### config.mk
export PLATFORM = sky130hd
export DESIGN_NAME = adc_timing_generator
export DESIGN_NICKNAME = d
export VERILOG_FILES = /design/src/rtl/adc_timing_generator_pkg.sv /design/src/rtl/adc_timing_generator_sync_edge_detect.sv /design/src/rtl/adc_timing_generator.sv
export SDC_FILE = /design/constraint.sdc
export NUM_CORES = 1
export LEC_CHECK = 0
export CORE_MARGIN = 10
export CORE_UTILIZATION = 35
export CTS_CLUSTER_DIAMETER = 200
export CTS_CLUSTER_SIZE = 30
export DETAILED_ROUTE_END_ITERATION = 6
export HOLD_SLACK_MARGIN = 0.05
export PLACE_DENSITY = 0.56
export SLEW_MARGIN = 20
export SYNTH_ARGS = -nofsm -noshare
export SYNTH_HDL_FRONTEND = slang
export SYNTH_SLANG_ARGS = --single-unit
### constraint.sdc
create_clock -name PLL_clk_100MHz -period 2.25 [get_ports PLL_clk_100MHz]
set_input_delay 0.45 -clock PLL_clk_100MHz [delete_from_list [all_inputs] [get_ports PLL_clk_100MHz]]
set_output_delay 0.45 -clock PLL_clk_100MHz [all_outputs]
set_load 0.02 [all_outputs]
### src/rtl/adc_timing_generator_pkg.sv
// Shared state encoding, default frame timing and the counter-to-timing decode
// used by the ADC timing generator.
package adc_timing_generator_pkg;

    typedef logic [1:0] state_t;

    localparam state_t ST_FREE   = 2'd0;
    localparam state_t ST_SEEK   = 2'd1;
    localparam state_t ST_LOCKED = 2'd2;

    localparam int DEF_PERIOD     = 50;
    localparam int DEF_CNT_W      = 6;
    localparam int DEF_CLK_LOW    = 18;
    localparam int DEF_CLK_HIGH   = 44;
    localparam int DEF_WS_START   = 34;
    localparam int DEF_WS_END     = 39;
    localparam int DEF_CONV_START = 44;
    localparam int DEF_SYNC_PHASE = 0;
    localparam int DEF_MISS_MAX   = 4;
    localparam int SLIP_W         = 8;

    typedef struct packed {
        logic clk;
        logic ws_n;
        logic conv_n;
        logic tick;
    } timing_t;

    localparam timing_t TIM_IDLE = '{clk: 1'b1, ws_n: 1'b1, conv_n: 1'b1, tick: 1'b0};

    // Pure decode of one frame count into the four timing outputs.
    function automatic timing_t decode_timing(
        input int cnt,
        input int period,
        input int clk_low,
        input int clk_high,
        input int ws_start,
        input int ws_end,
        input int conv_start
    );
        timing_t t;
        t.clk    = !((cnt >= clk_low) && (cnt < clk_high));
        t.ws_n   = !((cnt >= ws_start) && (cnt < ws_end));
        t.conv_n = !(cnt >= conv_start);
        t.tick   = (cnt == period - 1);
        return t;
    endfunction

endpackage

### src/rtl/adc_timing_generator_sync_edge_detect.sv
// Two-flop synchroniser for the asynchronous ext_sync pin followed by a
// registered rising-edge detector; o_edge pulses 3 cycles after the pin rises.
module sync_edge_detect (
    input  logic i_clk,
    input  logic i_rst,
    input  logic i_async,
    output logic o_edge
);

    logic r_meta;
    logic r_sync;
    logic r_sync_d;
    logic r_edge;

    always_ff @(posedge i_clk) begin
        if (i_rst) begin
            r_meta   <= 1'b0;
            r_sync   <= 1'b0;
            r_sync_d <= 1'b0;
            r_edge   <= 1'b0;
        end else begin
            r_meta   <= i_async;
            r_sync   <= r_meta;
            r_sync_d <= r_sync;
            r_edge   <= r_sync & ~r_sync_d;
        end
    end

    assign o_edge = r_edge;

endmodule

### src/rtl/adc_timing_generator.sv
// Frame counter and timing decode for the ADC front end, optionally phase-locked
// to the external 2 MHz sync with slip counting and loss-of-lock detection.
module adc_timing_generator
    import adc_timing_generator_pkg::*;
#(
    parameter int PERIOD     = DEF_PERIOD,
    parameter int CNT_W      = DEF_CNT_W,
    parameter int CLK_LOW    = DEF_CLK_LOW,
    parameter int CLK_HIGH   = DEF_CLK_HIGH,
    parameter int WS_START   = DEF_WS_START,
    parameter int WS_END     = DEF_WS_END,
    parameter int CONV_START = DEF_CONV_START,
    parameter int SYNC_PHASE = DEF_SYNC_PHASE,
    parameter int MISS_MAX   = DEF_MISS_MAX
) (
    input  logic              PLL_clk_100MHz,
    input  logic              reset,
    input  logic              sync_en,
    input  logic              ext_sync,
    output logic              clk_2mhz_utdc,
    output logic              ADCs_word_sync,
    output logic              ADCs_start_conv_out,
    output logic              frame_tick,
    output logic              locked,
    output logic [SLIP_W-1:0] slip_count,
    output logic [CNT_W-1:0]  frame_cnt
);

    localparam int MISS_W = $clog2(MISS_MAX + 1);

    localparam logic [CNT_W-1:0]  L_LAST       = CNT_W'(PERIOD - 1);
    localparam logic [CNT_W-1:0]  L_SYNC_PHASE = CNT_W'(SYNC_PHASE);
    localparam logic [CNT_W-1:0]  L_SYNC_PREV  = CNT_W'((SYNC_PHASE + PERIOD - 1) % PERIOD);
    localparam logic [MISS_W-1:0] L_MISS_LAST  = MISS_W'(MISS_MAX - 1);

    function automatic logic [SLIP_W-1:0] sat_inc(input logic [SLIP_W-1:0] v);
        return (v == {SLIP_W{1'b1}}) ? v : v + SLIP_W'(1);
    endfunction

    logic              w_sync_edge;
    logic              w_wrap;
    logic [CNT_W-1:0]  w_cnt_inc;
    timing_t           w_tim;

    state_t            r_state;
    state_t            w_state_nxt;
    logic [CNT_W-1:0]  r_cnt;
    logic [CNT_W-1:0]  w_cnt_nxt;
    logic [MISS_W-1:0] r_miss;
    logic [MISS_W-1:0] w_miss_nxt;
    logic              r_seen;
    logic              w_seen_nxt;
    logic [SLIP_W-1:0] r_slip;
    logic [SLIP_W-1:0] w_slip_nxt;
    timing_t           r_tim;

    sync_edge_detect u_sync_edge_detect (
        .i_clk   (PLL_clk_100MHz),
        .i_rst   (reset),
        .i_async (ext_sync),
        .o_edge  (w_sync_edge)
    );

    assign w_wrap    = (r_cnt == L_LAST);
    assign w_cnt_inc = w_wrap ? '0 : r_cnt + CNT_W'(1);
    assign w_tim     = decode_timing(int'(r_cnt), PERIOD, CLK_LOW, CLK_HIGH,
                                     WS_START, WS_END, CONV_START);

    // r_seen records a sync edge since the last wrap; an edge landing on the wrap
    // itself belongs to the frame that is ending, so the new frame starts unseen.
    always_comb begin
        w_state_nxt = r_state;
        w_cnt_nxt   = w_cnt_inc;
        w_miss_nxt  = r_miss;
        w_seen_nxt  = r_seen;
        w_slip_nxt  = r_slip;

        case (r_state)
            ST_FREE: begin
                w_miss_nxt = '0;
                w_seen_nxt = 1'b0;
                if (sync_en) begin
                    w_state_nxt = ST_SEEK;
                end
            end

            ST_SEEK: begin
                w_miss_nxt = '0;
                w_seen_nxt = 1'b0;
                if (!sync_en) begin
                    w_state_nxt = ST_FREE;
                end else if (w_sync_edge) begin
                    w_state_nxt = ST_LOCKED;
                    w_cnt_nxt   = L_SYNC_PHASE;
                    w_seen_nxt  = !w_wrap;
                end
            end

            ST_LOCKED: begin
                if (!sync_en) begin
                    w_state_nxt = ST_FREE;
                    w_miss_nxt  = '0;
                    w_seen_nxt  = 1'b0;
                end else if (w_sync_edge) begin
                    w_miss_nxt = '0;
                    w_seen_nxt = !w_wrap;
                    if (r_cnt != L_SYNC_PREV) begin
                        w_cnt_nxt  = L_SYNC_PHASE;
                        w_slip_nxt = sat_inc(r_slip);
                    end
                end else if (w_wrap) begin
                    w_seen_nxt = 1'b0;
                    if (!r_seen) begin
                        if (r_miss == L_MISS_LAST) begin
                            w_state_nxt = ST_SEEK;
                            w_miss_nxt  = '0;
                        end else begin
                            w_miss_nxt = r_miss + MISS_W'(1);
                        end
                    end
                end
            end

            default: begin
                w_state_nxt = ST_FREE;
                w_miss_nxt  = '0;
                w_seen_nxt  = 1'b0;
            end
        endcase
    end

    always_ff @(posedge PLL_clk_100MHz) begin
        if (reset) begin
            r_state <= ST_FREE;
            r_cnt   <= '0;
            r_miss  <= '0;
            r_seen  <= 1'b0;
            r_slip  <= '0;
            r_tim   <= TIM_IDLE;
        end else begin
            r_state <= w_state_nxt;
            r_cnt   <= w_cnt_nxt;
            r_miss  <= w_miss_nxt;
            r_seen  <= w_seen_nxt;
            r_slip  <= w_slip_nxt;
            r_tim   <= w_tim;
        end
    end

    assign clk_2mhz_utdc       = r_tim.clk;
    assign ADCs_word_sync      = r_tim.ws_n;
    assign ADCs_start_conv_out = r_tim.conv_n;
    assign frame_tick          = r_tim.tick;
    assign locked              = (r_state == ST_LOCKED);
    assign slip_count          = r_slip;
    assign frame_cnt           = r_cnt;

endmodule

==> results.tsv, run 1 <==
stage	metric	value	unit
clock_tree	Clock Pin Slew Worst Setup and Hold Paths	0.09	ns
global_route	initial antenna violation count	0	
power_and_ir_drop	IR drop worst, VDD	0.0002169	V
sta	crit path time final	2.088	ns
sta	Final Max Tran Viols	0	
critical_path	endpoint class of the critical path	output port	
detailed_routing	Detailed Route Iter0 Violations	36	
hold_path	Hold WC Path Type	reg -> reg	
synthesis	mapped cell area	1334	sq um
placed_design	RePlAce Congestion	0.8122	
clock_tree	H-tree depth	1	
sta	Fmax achieved	478.9	MHz
clock_tree	CTS Sinks	28	
sta	final setup fails	0	
clock_tree	CTS root buf	clkbuf_8	
synthesis	ys flop type	dfxtp_1	
finish	ant diodes	0	
detailed_routing	total routed wirelength	2.906	mm
detailed_routing	remaining routing DRC violations	0	
sta	Worst slew margin	0.6997	
die	Core Region	3661	sq um
detailed_routing	routed len/inst	13.27	microns
critical_path	CP Data Required Time	1.80	ns
placed_design	I/O Buffers	22	
synthesis	Synth Area in Compound Gates	0.1238	
die	die height	81.73	microns
critical_path	CP startpoint kind	register	
synthesis	post-synthesis mux area share	0.04690	
synthesis	post-synthesis simple-gate area fraction	0.2692	
run	MaxCap Viol Count	0	
die	Initial Utilization	0.3643	
power_and_ir_drop	total power	935.9	uW
sta	Tcrit/Tclk final	0.9281	
placed_design	placed wire-length estimate	2.181	mm
global_route	GRT overflow	0	
synthesis	number of flops mapped to enable cells by yosys	0	
status	status	finished, final reports clean	
synthesis	synthesized area per cell	9.135	sq um
placed_design	Setup WS pre-CTS	0.2101	ns
sta	Least-Margin Pin Slew	0.4489	ns
synthesis	Net Count, Synth	159	
sta	RSZ-0062 raised after global routing	no	
finish	share of layout cells above drive strength 1	0.07602	
global_route	first-pass GRT wire length	4.685	mm
synthesis	XOR/XNOR share of the synthesized area	0.02627	
finish	commonest non-fill, non-tap cell in the layout	dfxtp_1	
detailed_routing	1st-pass router iterations	4	
die	die outline width	81.73	microns
global_route	largest net degree at the start of global routing	15	
die	die area	6680	sq um
synthesis	Synth cell types	39	
synthesis	Post-Syn Instances	146	
clock_tree	post-CTS sizing	0	
synthesis	post-synthesis adder-cell area fraction	0.08443	
sta	Hold Vio Cnt, Final	0	
power_and_ir_drop	leakage power	0.0006104	uW
detailed_routing	Final ANT Viol Nets	0	
synthesis	yosys synthesis warning count	0	
sta	setup TNS	0	ns
clock_tree	TritonCTS Buffers	3	
power_and_ir_drop	Pwr Density	562.0	nW/um^2
critical_path	CP max FO	6	
critical_path	arrival time worst endpoint	1.64	ns
synthesis	sequential-to-total area share from yosys stat	0.4203	
clock_tree	Setup Fix Bufs, Post-CTS	0	
detailed_routing	DR vias	1117	
clock_tree	CTS tree	done	
global_route	Total GRT Usage	0.08610	
detailed_routing	Via-to-Cell Ratio	5.100	
synthesis	main combinational cell family by area after synthesis	simple AND/OR/NAND/NOR gates	
clock_tree	clock latency on the worst-skew pair	0.27	ns
finish	Nets	186	
critical_path	Crit Path Class	reg -> out	
synthesis	Post-synth ARST share	0	
global_route	vias in the first global route	1044	
die	Cell Rows	22	
synthesis	Seq cells post-synth	28	
die	IO Count	23	
clock_tree	CTS hold repair buffers	0	
sta	Final Worst Setup Slack	0.1618	ns
finish	area grow syn2layout	24.86	%
clock_tree	Clock Path Buffers	2	
sta	clk_skew	0.004383	ns
finish	most frequent cells in the layout	dfxtp_1, clkdlybuf4s50_1, nor2_1	
-- Yosys cell counts (3+ instances only) --
cell type / instances / share of area
dfxtp_1: 28 / 0.42
nor2_1: 15 / 0.042
a21oi_1: 9 / 0.034
ha_1: 9 / 0.084
nand2_1: 9 / 0.025
nor2b_1: 9 / 0.042
nand3_1: 7 / 0.026
inv_1: 5 / 0.014
or4_1: 5 / 0.028
mux2i_1: 4 / 0.030
o31ai_1: 4 / 0.023
nand2b_1: 3 / 0.014
nor3b_1: 3 / 0.017
o21ai_0: 3 / 0.011
-- where the power goes --
group	switching, uW	leakage [uW]	total, uW	internal (uW)
registers	19.7	0.000227	531	511
logic	75.6	0.000362	137	61.6
clock network	147	0.0000216	268	120
-- final timing paths --
| check | cells after the start | to | slack (ns) | start |
|---|---|---|---|---|
| max | 3 | locked | 0.16 | r_state[0] |
| min | 1 | u_sync_edge_detect.o_edge | 0.40 | u_sync_edge_detect.r_sync_d |
| max reg2reg | 6 | slip_count[5] | 0.41 | r_state[0] |
| min reg2reg | 1 | u_sync_edge_detect.o_edge | 0.40 | u_sync_edge_detect.r_sync_d |
-- area by class of cell --
type,instances,area (sq um)
fillers,345,1996
multi-input cells,109,734.5
flip-flops and latches,28,560.5
repair buffers,26,250.2
well taps,48,60.06
clock buffers,3,41.29
inverters,5,18.77
-- critical path: stages (launching register included) --
cell and delay (ns):
dfxtp_1 0.35, inv_1 0.09, ha_1 0.27, clkdlybuf4s50_1 0.65
-- logic make-up (layout without fill, tap and decap cells) --
| group | after synthesis | count (layout) |
|---|---|---|
| DFF | 28 | 28 |
| buffers and inverters | 9 | 34 |
| adders and majority gates | 9 | 9 |
| and+or+nand+nor | 65 | 65 |
| AOI/OAI and AO/OA | 25 | 25 |
| xor gates and xnor gates | 4 | 4 |
| muxes | 6 | 6 |
-- routing by layer --
layer  up-vias  track usage  share of wire
met4         0      0.04252          0.013
met5         -            0              0
met3         4      0.01965          0.049
li1        570            -              -
met1       527       0.1079           0.46
met2        16       0.1356           0.47
-- flip-flops by register name, summed over array words and instances, names as in the netlist --
name                         count
u_sync_edge_detect.o_edge        1
frame_cnt                        6
ADCs_word_sync                   1
u_sync_edge_detect.r_meta        1
r_miss                           3
r_state                          2
clk_2mhz_utdc                    1
r_seen                           1
u_sync_edge_detect.r_sync_d      1
ADCs_start_conv_out              1
slip_count                       8
frame_tick                       1
u_sync_edge_detect.r_sync        1
-- metrics by stage --
step | area (sq um) | std cells | utilization | hold WS [ns]
3_3_place_gp | 1624 | 216 | 0.4436 | 0.3691
2_1_floorplan | 1334 | 146 | - | 0.3674
6_report | 1665 | 219 | 0.4549 | 0.3991
4_1_cts | 1665 | 219 | 0.4549 | 0.4003
3_5_place_dp | 1624 | 216 | 0.4436 | 0.3836
5_1_grt | 1665 | 219 | 0.4549 | 0.4189
Power figures use the tool's default switching activity.
==> inputs of run 2 (changes only) <==
--- a/config.mk
+++ b/config.mk
@@ -5,6 +5,7 @@
 export SDC_FILE = /design/constraint.sdc
 export NUM_CORES = 1
 export LEC_CHECK = 0
+export CAP_MARGIN = 20
 export CORE_MARGIN = 10
 export CORE_UTILIZATION = 35
 export CTS_CLUSTER_DIAMETER = 200
@@ -12,6 +13,8 @@
 export DETAILED_ROUTE_END_ITERATION = 6
 export HOLD_SLACK_MARGIN = 0.05
 export PLACE_DENSITY = 0.56
+export RECOVER_POWER = 50
+export REMOVE_ABC_BUFFERS = 1
 export SLEW_MARGIN = 20
 export SYNTH_ARGS = -nofsm -noshare
 export SYNTH_HDL_FRONTEND = slang
==> results.tsv, run 2 (synthesized netlist as in run 1, its figures left out) <==
stage	metric	value	unit	change
status	status	finished, final reports clean		
die	die height	81.73	microns	unchanged
finish	area grow syn2layout	26.08	%	
sta	Final Worst Setup Slack	0.1594	ns	-0.002369 ns
power_and_ir_drop	Pwr Density	585.6	nW/um^2	+4.2%
sta	Fmax achieved	478.3	MHz	-0.11%
finish	commonest non-fill, non-tap cell in the layout	dfxtp_1		
power_and_ir_drop	leakage power	0.0006127	uW	+0.38%
finish	area of the multi-input gates	733.2	sq um	-0.17%
die	die area	6680	sq um	unchanged
clock_tree	clock latency on the worst-skew pair	0.27	ns	about the same
sta	Hold Vio Cnt, Final	0		unchanged
finish	Nets	187		+0.54%
sta	Least-Margin Pin Slew	0.4591	ns	+0.01028 ns
die	Initial Utilization	0.3643		unchanged
global_route	largest net degree at the start of global routing	16		+1
critical_path	CP Data Required Time	1.80	ns	about the same
hold_path	Hold WC Path Type	reg -> reg		
placed_design	Setup WS pre-CTS	0.1911	ns	-0.01897 ns
detailed_routing	1st-pass router iterations	4		unchanged
critical_path	Max stage delay on crit path	0.65	ns	about the same
global_route	Total GRT Usage	0.09637		+0.01028
detailed_routing	DR vias	1122		+0.45%
detailed_routing	remaining routing DRC violations	0		unchanged
sta	Final Max Tran Viols	0		unchanged
detailed_routing	Via-to-Cell Ratio	5.077		-0.46%
sta	final setup fails	0		unchanged
finish	ant diodes	0		unchanged
critical_path	CP max FO	6		unchanged
run	MaxCap Viol Count	0		unchanged
sta	Worst slew margin	0.6929		-0.006756
clock_tree	Setup Fix Bufs, Post-CTS	0		unchanged
power_and_ir_drop	IR drop worst, VDD	0.0003073	V	+42%
die	Cell Rows	22		unchanged
die	IO Count	23		unchanged
detailed_routing	Detailed Route Iter0 Violations	41		+14%
clock_tree	TritonCTS Buffers	3		unchanged
sta	Hold WS	0.3860	ns	-0.01304 ns
clock_tree	post-CTS sizing	0		unchanged
clock_tree	CTS tree	done		
die	die outline width	81.73	microns	unchanged
clock_tree	CTS Sinks	28		unchanged
placed_design	placed wire-length estimate	2.238	mm	+2.6%
critical_path	CP startpoint kind	register		
global_route	initial antenna violation count	0		unchanged
sta	setup TNS	0	ns	unchanged
global_route	first-pass GRT wire length	5.195	mm	+11%
finish	Filler cells	381		+10%
detailed_routing	routed len/inst	13.28	microns	about the same
clock_tree	Clock Path Buffers	2		unchanged
sta	Tcrit/Tclk final	0.9291		+0.001053
critical_path	Crit Path Class	reg -> out		
critical_path	arrival time worst endpoint	1.64	ns	about the same
die	Core Region	3661	sq um	unchanged
clock_tree	CTS hold repair buffers	0		unchanged
critical_path	endpoint class of the critical path	output port		
clock_tree	CTS root buf	clkbuf_8		
global_route	vias in the first global route	1122		+7.5%
sta	clk_skew	0.002544	ns	-0.001839 ns
finish	register area	560.5	sq um	unchanged
global_route	GRT overflow	0		unchanged
clock_tree	H-tree depth	1		unchanged
detailed_routing	total routed wirelength	2.935	mm	+1.0%
critical_path	Slowest-stage cell, CP	clkdlybuf4s50_1		
finish	share of layout cells above drive strength 1	0.07514		-0.0008789
detailed_routing	Final ANT Viol Nets	0		unchanged
placed_design	RePlAce Congestion	0.7806		-3.9%
finish	max reg flops	8		unchanged
clock_tree	Clock Pin Slew Worst Setup and Hold Paths	0.09	ns	about the same
critical_path	critical path, cell by cell	inv_1 > ha_1 > clkdlybuf4s50_1		
finish	most frequent cells in the layout	dfxtp_1, clkdlybuf4s50_1, nor2_1		
sta	crit path time final	2.091	ns	+0.002369 ns
placed_design	I/O Buffers	22		unchanged
sta	RSZ-0062 raised after global routing	no		
-- run 2: changes by cell type in the layout (fill, tap and decap cells not counted), sizes merged --
| cell | before | now |
|---|---|---|
| dlygate4sd3 | 0 | 5 |
| clkbuf | 3 | 5 |
| clkdlybuf4s50 | 22 | 17 |
-- run 2: power breakdown --
part / leakage (uW) / switching [uW] / internal, uW
combinational: 0.000357 / 76.4 / 63.3
clock: 0.0000288 / 156 / 157
sequential: 0.000227 / 20.3 / 511
-- run 2: worst max-delay path: cells and delay by family (launching register included) --
| family | cells | cell delay [ns] |
|---|---|---|
| buffers and inverters | 2 | 0.74 |
| flip-flops | 1 | 0.35 |
| adder cells (fa/ha/maj) | 1 | 0.27 |
-- run 2: worst paths after layout --
check	startpoint	to	slack [ns]	cells after the start
hold / removal	u_sync_edge_detect.r_sync_d	u_sync_edge_detect.o_edge	0.39	1
setup reg to reg	r_state[0]	slip_count[5]	0.40	6
setup / recovery	r_state[0]	locked	0.16	3
hold reg to reg	u_sync_edge_detect.r_sync_d	u_sync_edge_detect.o_edge	0.39	1
-- run 2: through the flow --
stage | area [sq um] | utilization | total power (uW) | instances
floorplan | 1314 | - | 621.5 | 142
global placement | 1632 | 0.4457 | 681.3 | 217
detailed placement | 1632 | 0.4457 | 685.0 | 217
CTS | 1687 | 0.4607 | 999.1 | 221
global route | 1682 | 0.4593 | 1049 | 221
finish | 1682 | 0.4593 | 984.7 | 221
-- run 2: final cells by class --
cell class                 instances  area share
inverter                           5     0.01116
tap                               48     0.03571
timing repair buffer              27      0.1510
sequential                        28      0.3333
multi-input combinational        109      0.4360
clock buffer                       4     0.03274
-- run 2: per-layer routing --
layer / share of wire / wire, microns / up-vias / GRT usage
met4: 0.0085 / 25 / 0 / 0.03401
met1: 0.45 / 1308 / 527 / 0.1118
met5: 0 / 0 / - / 0
li1: - / - / 571 / -
met3: 0.069 / 203 / 4 / 0.04148
met2: 0.48 / 1399 / 20 / 0.1552
